**config.mk**
```make
export PLATFORM = sky130hd
export DESIGN_NAME = core_sequencer
export DESIGN_NICKNAME = d
export VERILOG_FILES = /design/src/rtl/core_pkg.sv /design/src/rtl/core_sequencer.sv
export SDC_FILE = /design/constraint.sdc
export NUM_CORES = 1
export LEC_CHECK = 0
export BUFFER_PORTS_ARGS = -buffer_cell sky130_fd_sc_hd__buf_2
export CAP_MARGIN = 25
export CORE_MARGIN = 5
export CORE_UTILIZATION = 40
export CTS_BUF_LIST = sky130_fd_sc_hd__clkbuf_8
export CTS_CLUSTER_SIZE = 14
export DETAILED_ROUTE_END_ITERATION = 16
export GPL_TIMING_DRIVEN = 1
export PLACE_DENSITY = 0.62
export SLEW_MARGIN = 20
export SYNTH_ARGS = -nofsm -noshare
export SYNTH_HDL_FRONTEND = slang
export SYNTH_SLANG_ARGS = --single-unit
```
**constraint.sdc**
```tcl
create_clock -name clk -period 2.15 [get_ports clk]
set_clock_uncertainty 0.1 [all_clocks]
set_input_delay 0.3225 -clock clk [delete_from_list [all_inputs] [get_ports clk]]
set_output_delay 0.3225 -clock clk [all_outputs]
set_load 0.03 [all_outputs]
```
**src/rtl/core_pkg.sv**
```systemverilog
// Shared definitions for the core sequencer: FSM state encoding and the
// RV32 major opcodes the sequencer understands.
package core_pkg;

  typedef enum logic [2:0] {
    FETCH   = 3'd0,
    DECODE  = 3'd1,
    EXECUTE = 3'd2,
    MEM     = 3'd3,
    WB      = 3'd4,
    TRAP    = 3'd5
  } state_t;

  localparam logic [6:0] OP_R     = 7'b0110011;
  localparam logic [6:0] OP_I     = 7'b0010011;
  localparam logic [6:0] OP_LOAD  = 7'b0000011;
  localparam logic [6:0] OP_STORE = 7'b0100011;

  function automatic logic is_legal(input logic [6:0] op);
    return (op == OP_R) || (op == OP_I) || (op == OP_LOAD) || (op == OP_STORE);
  endfunction

  function automatic logic is_mem(input logic [6:0] op);
    return (op == OP_LOAD) || (op == OP_STORE);
  endfunction

endpackage

```
**src/rtl/core_sequencer.sv**
```systemverilog
// Multi-cycle instruction sequencer: FETCH/DECODE/EXECUTE/MEM/WB control FSM
// with a sticky illegal-opcode trap and a retired-instruction counter.
module core_sequencer
  import core_pkg::*;
(
  input  logic        clk,
  input  logic        rst,
  input  logic [6:0]  opcode,
  input  logic        imem_ready,
  input  logic        dmem_ready,
  output logic        imem_req,
  output logic        ir_load,
  output logic        dmem_req,
  output logic        dmem_we,
  output logic        rf_we,
  output logic        pc_en,
  output logic        illegal,
  output logic [31:0] retire_cnt,
  output logic [2:0]  state
);

  state_t state_reg;
  state_t state_next;
  logic   illegal_reg;
  logic   retire;

  assign state   = state_reg;
  assign illegal = illegal_reg;

  always_ff @(posedge clk) begin
    if (rst) begin
      state_reg   <= FETCH;
      illegal_reg <= 1'b0;
      retire_cnt  <= 32'd0;
    end else begin
      state_reg <= state_next;
      if (state_next == TRAP)
        illegal_reg <= 1'b1;
      // Counter wraps naturally; no overflow indication is wanted.
      if (retire)
        retire_cnt <= retire_cnt + 32'd1;
    end
  end

  always_comb begin
    state_next = state_reg;
    imem_req   = 1'b0;
    ir_load    = 1'b0;
    dmem_req   = 1'b0;
    dmem_we    = 1'b0;
    rf_we      = 1'b0;
    pc_en      = 1'b0;
    retire     = 1'b0;

    case (state_reg)
      FETCH: begin
        imem_req = 1'b1;
        if (imem_ready) begin
          ir_load    = 1'b1;
          state_next = DECODE;
        end
      end
      DECODE: begin
        state_next = is_legal(opcode) ? EXECUTE : TRAP;
      end
      EXECUTE: begin
        state_next = is_mem(opcode) ? MEM : WB;
      end
      MEM: begin
        dmem_req = 1'b1;
        dmem_we  = (opcode == OP_STORE);
        if (dmem_ready) begin
          // Stores have nothing to write back, so they retire straight from MEM.
          if (opcode == OP_STORE) begin
            pc_en      = 1'b1;
            retire     = 1'b1;
            state_next = FETCH;
          end else begin
            state_next = WB;
          end
        end
      end
      WB: begin
        rf_we      = 1'b1;
        pc_en      = 1'b1;
        retire     = 1'b1;
        state_next = FETCH;
      end
      TRAP: begin
        state_next = TRAP;
      end
      default: begin
        state_next = FETCH;
      end
    endcase
  end

endmodule

```
==> impl_metrics.csv <==
group,metric,value,unit
floorplan,coreArea,4410,um^2
placed_design,placed_area,2220,um^2
critical_path,crit_fanout,9,
cts,cts_buffers,5,
synth,synth_nets,234,
cts,cts.clk_slew.worst_paths,0.07,ns
cts,cts-root-buf,"clkbuf_8",
cts,cts_setup_buffers,0,
layout,largest_register_ffs,32,
global_routing,grt_max_degree,26,
power,power.density,582,nW/um^2
power,leakage,0.912,nW
critical_path,cp-end-kind,"primary output",
floorplan,start_util,42.0,%
sta,hold_viol_final,0,
placed_design,io_buffer_count,52,
placed_design,finalWeightedCongestion,0.805,
worst_hold_path,hold_depth,3,
global_routing,grt.overflow.total,0,
global_routing,grt_pass1_vias,1716,
sta,min_period_over_period,92.8,%
synth,synthArstFlopShare,0,%
critical_path,rrSetupSlack,0.20,ns
layout,fin_nets,296,
synth,synth_edf_count,0,
placed_design,dpl.cell_count,329,
synth,synthDistinctLibCells,41,
sta,period_minus_slack,2.00,ns
drt,drt_wl_total,4500,um
floorplan,rows,24,
cts,clock-sinks,36,
drt,first_pass_iters,4,
power,ir_worst_vdd,0.397,mV
global_routing,grt_pass1_wl,7880,um
layout,layout_common_cells,"buf_2 (52), dfxtp_1 (35), a21oi_1 (22)",
sta,slew_headroom,69.4,%
cts,insertion_delay,0.29,ns
placed_design,pre_cts_ws,0.00444,ns
power,power.switching,311,uW
sta,fmaxAchievable,501,MHz
floorplan,die_area,6100,um^2
sta,final-max-slew-violation-count,0,
critical_path,required,1.73,ns
sta,worst_slew_pin_slew,0.459,ns
layout,utilization,52.9,%
synth,synth_ff_type,"dfxtp_1",
synth,yosysSeqAreaShare,38.8,%
power,p_sw_share,22.9,%
power,seq_power_share,49.8,%
sta,final-setup-viol-count,0,
floorplan,io_pins,53,
layout,num_antenna_cells,0,
floorplan,fp.dieH,78.1,um
synth,syn_avg_cell_area,8.36,um^2
layout,mostFrequentLayoutCell,"buf_2",
critical_path,worst-r2r-cell-count,5,
drt,drt_iter0_drc,105,
layout,stdcell_area,2330,um^2
synth,ys_seq_elements,36,
cts,htree_levels,2,
job,cap_violations,0,
synth,syn_inst,222,
power,combPwrFrac,7.7,%
drt,drtAntennaViolNets,0,
power,intPower,1.05,mW
layout,syn_to_final_growth,25.8,%
sta,rsz0062_at_grt,"true",
cts,hold_buffers,0,
global_routing,antenna_found_initial,0,
drt,wl_per_cell,13.4,um
critical_path,arrival,1.57,ns
layout,instances_no_fill,337,
drt,viasPerCell,5.47,
drt,drc,0,
worst_hold_path,worst_hold_path_type,"in -> reg",
global_routing,grt_use_total,15.6,%
power,p_clk_share,42.4,%
sta,tns,0,ns
sta,final.setup.worst_slack,0.154,ns
drt,vias,1842,
synth,syn_area,1860,um^2
floorplan,die_width,78.1,um
critical_path,cp-start-kind,"flop",
cts,cts.path.max_buffers,2,
cts,cts_tree,"yes",
critical_path,critical_path_class,"reg -> out",
placed_design,dp_hpwl,3330,um
layout,fillCellCount,417,
synth,yosys_warnings,0,
status,status,"complete, no violations",
layout,drive_gt1_share,28.4,%
==> path summary, 6_finish.rpt <==
path	start	endpoint
worst max-delay path	state[2]	pc_en
worst min-delay path	opcode[6]	state[2]
worst max register to register	state[2]	retire_cnt[20]
worst min register to register	illegal	illegal
==> critical path, stage by stage, from the launching register on <==
cell	delay (ns)
dfxtp_1	0.31
and4b_1	0.30
nand4_2	0.15
buf_4	0.20
nand2_1	0.11
buf_2	0.21
==> final cells by class <==
cell class	instances	area, um^2	area share, %
clock inverter	3	38.8	1.66
clock buffer	5	68.8	2.95
tap	52	65.1	2.79
sequential	36	722	30.9
timing repair buffer	63	343	14.7
inverter	10	37.5	1.61
multi-input combinational	168	1060	45.4
==> Yosys cell counts (3+ instances only) <==
cell | count | area (um^2)
xnor2_1 | 10 | 87.6
or3_1 | 13 | 81.3
clkbuf_1 | 4 | 15.0
nor2b_1 | 3 | 18.8
nor3_1 | 3 | 15.0
o31ai_1 | 7 | 52.6
o211ai_1 | 4 | 30.0
xor2_1 | 4 | 35.0
nand4_1 | 5 | 31.3
and2_1 | 4 | 25.0
nand3_1 | 10 | 50.1
o21ai_0 | 12 | 60.1
dfxtp_1 | 36 | 721
nand2_1 | 16 | 60.1
or4_1 | 5 | 37.5
a21oi_1 | 22 | 110
a211oi_1 | 6 | 45.0
inv_1 | 9 | 33.8
nor2_1 | 21 | 78.8
==> through the flow <==
| stage | power, mW | hold slack (ns) |
|---|---|---|
| 2_1_floorplan | 0.761 | 0.474 |
| 3_3_place_gp | 0.798 | 0.342 |
| 3_5_place_dp | 0.798 | 0.351 |
| 4_1_cts | 1.38 | 0.330 |
| 5_1_grt | 1.42 | 0.348 |
| 6_report | 1.36 | 0.350 |
==> layer usage <==
metal	wire length (um)	vias up	global-route usage, %
met5	0	-	0
met4	53	0	5.07
met3	266	5	5.38
met2	2080	36	24.8
met1	2100	866	19.8
li1	-	935	-
==> power groups by stage <==
stage          Sequential, mW  Combinational (mW)  Clock, mW
2_1_floorplan           0.706              0.0547          0
3_3_place_gp            0.692               0.105          0
3_5_place_dp            0.692               0.105          0
4_1_cts                 0.677               0.106      0.599
5_1_grt                 0.678               0.114      0.628
6_report                0.677               0.105      0.576
==> kinds of logic (layout without fill, tap and decap cells) <==
| logic type | Yosys count | after routing | synth area share [%] |
|---|---|---|---|
| AOI/OAI and AO/OA | 60 | 60 | 22.2 |
| xor gates and xnor gates | 14 | 14 | 6.61 |
| adders and majority gates | 1 | 1 | 0.674 |
| buffers and inverters | 18 | 81 | 4.18 |
| DFF | 36 | 36 | 38.8 |
| and+or+nand+nor | 93 | 93 | 27.5 |
==> repair_timing <==
item / 4_1_cts / 5_1_grt
resized for setup: 0 / 1
hold endpoints to repair: 0 / 0
setup endpoints to repair: 0 / 5
No activity file was read; power rests on OpenSTA's default activity.
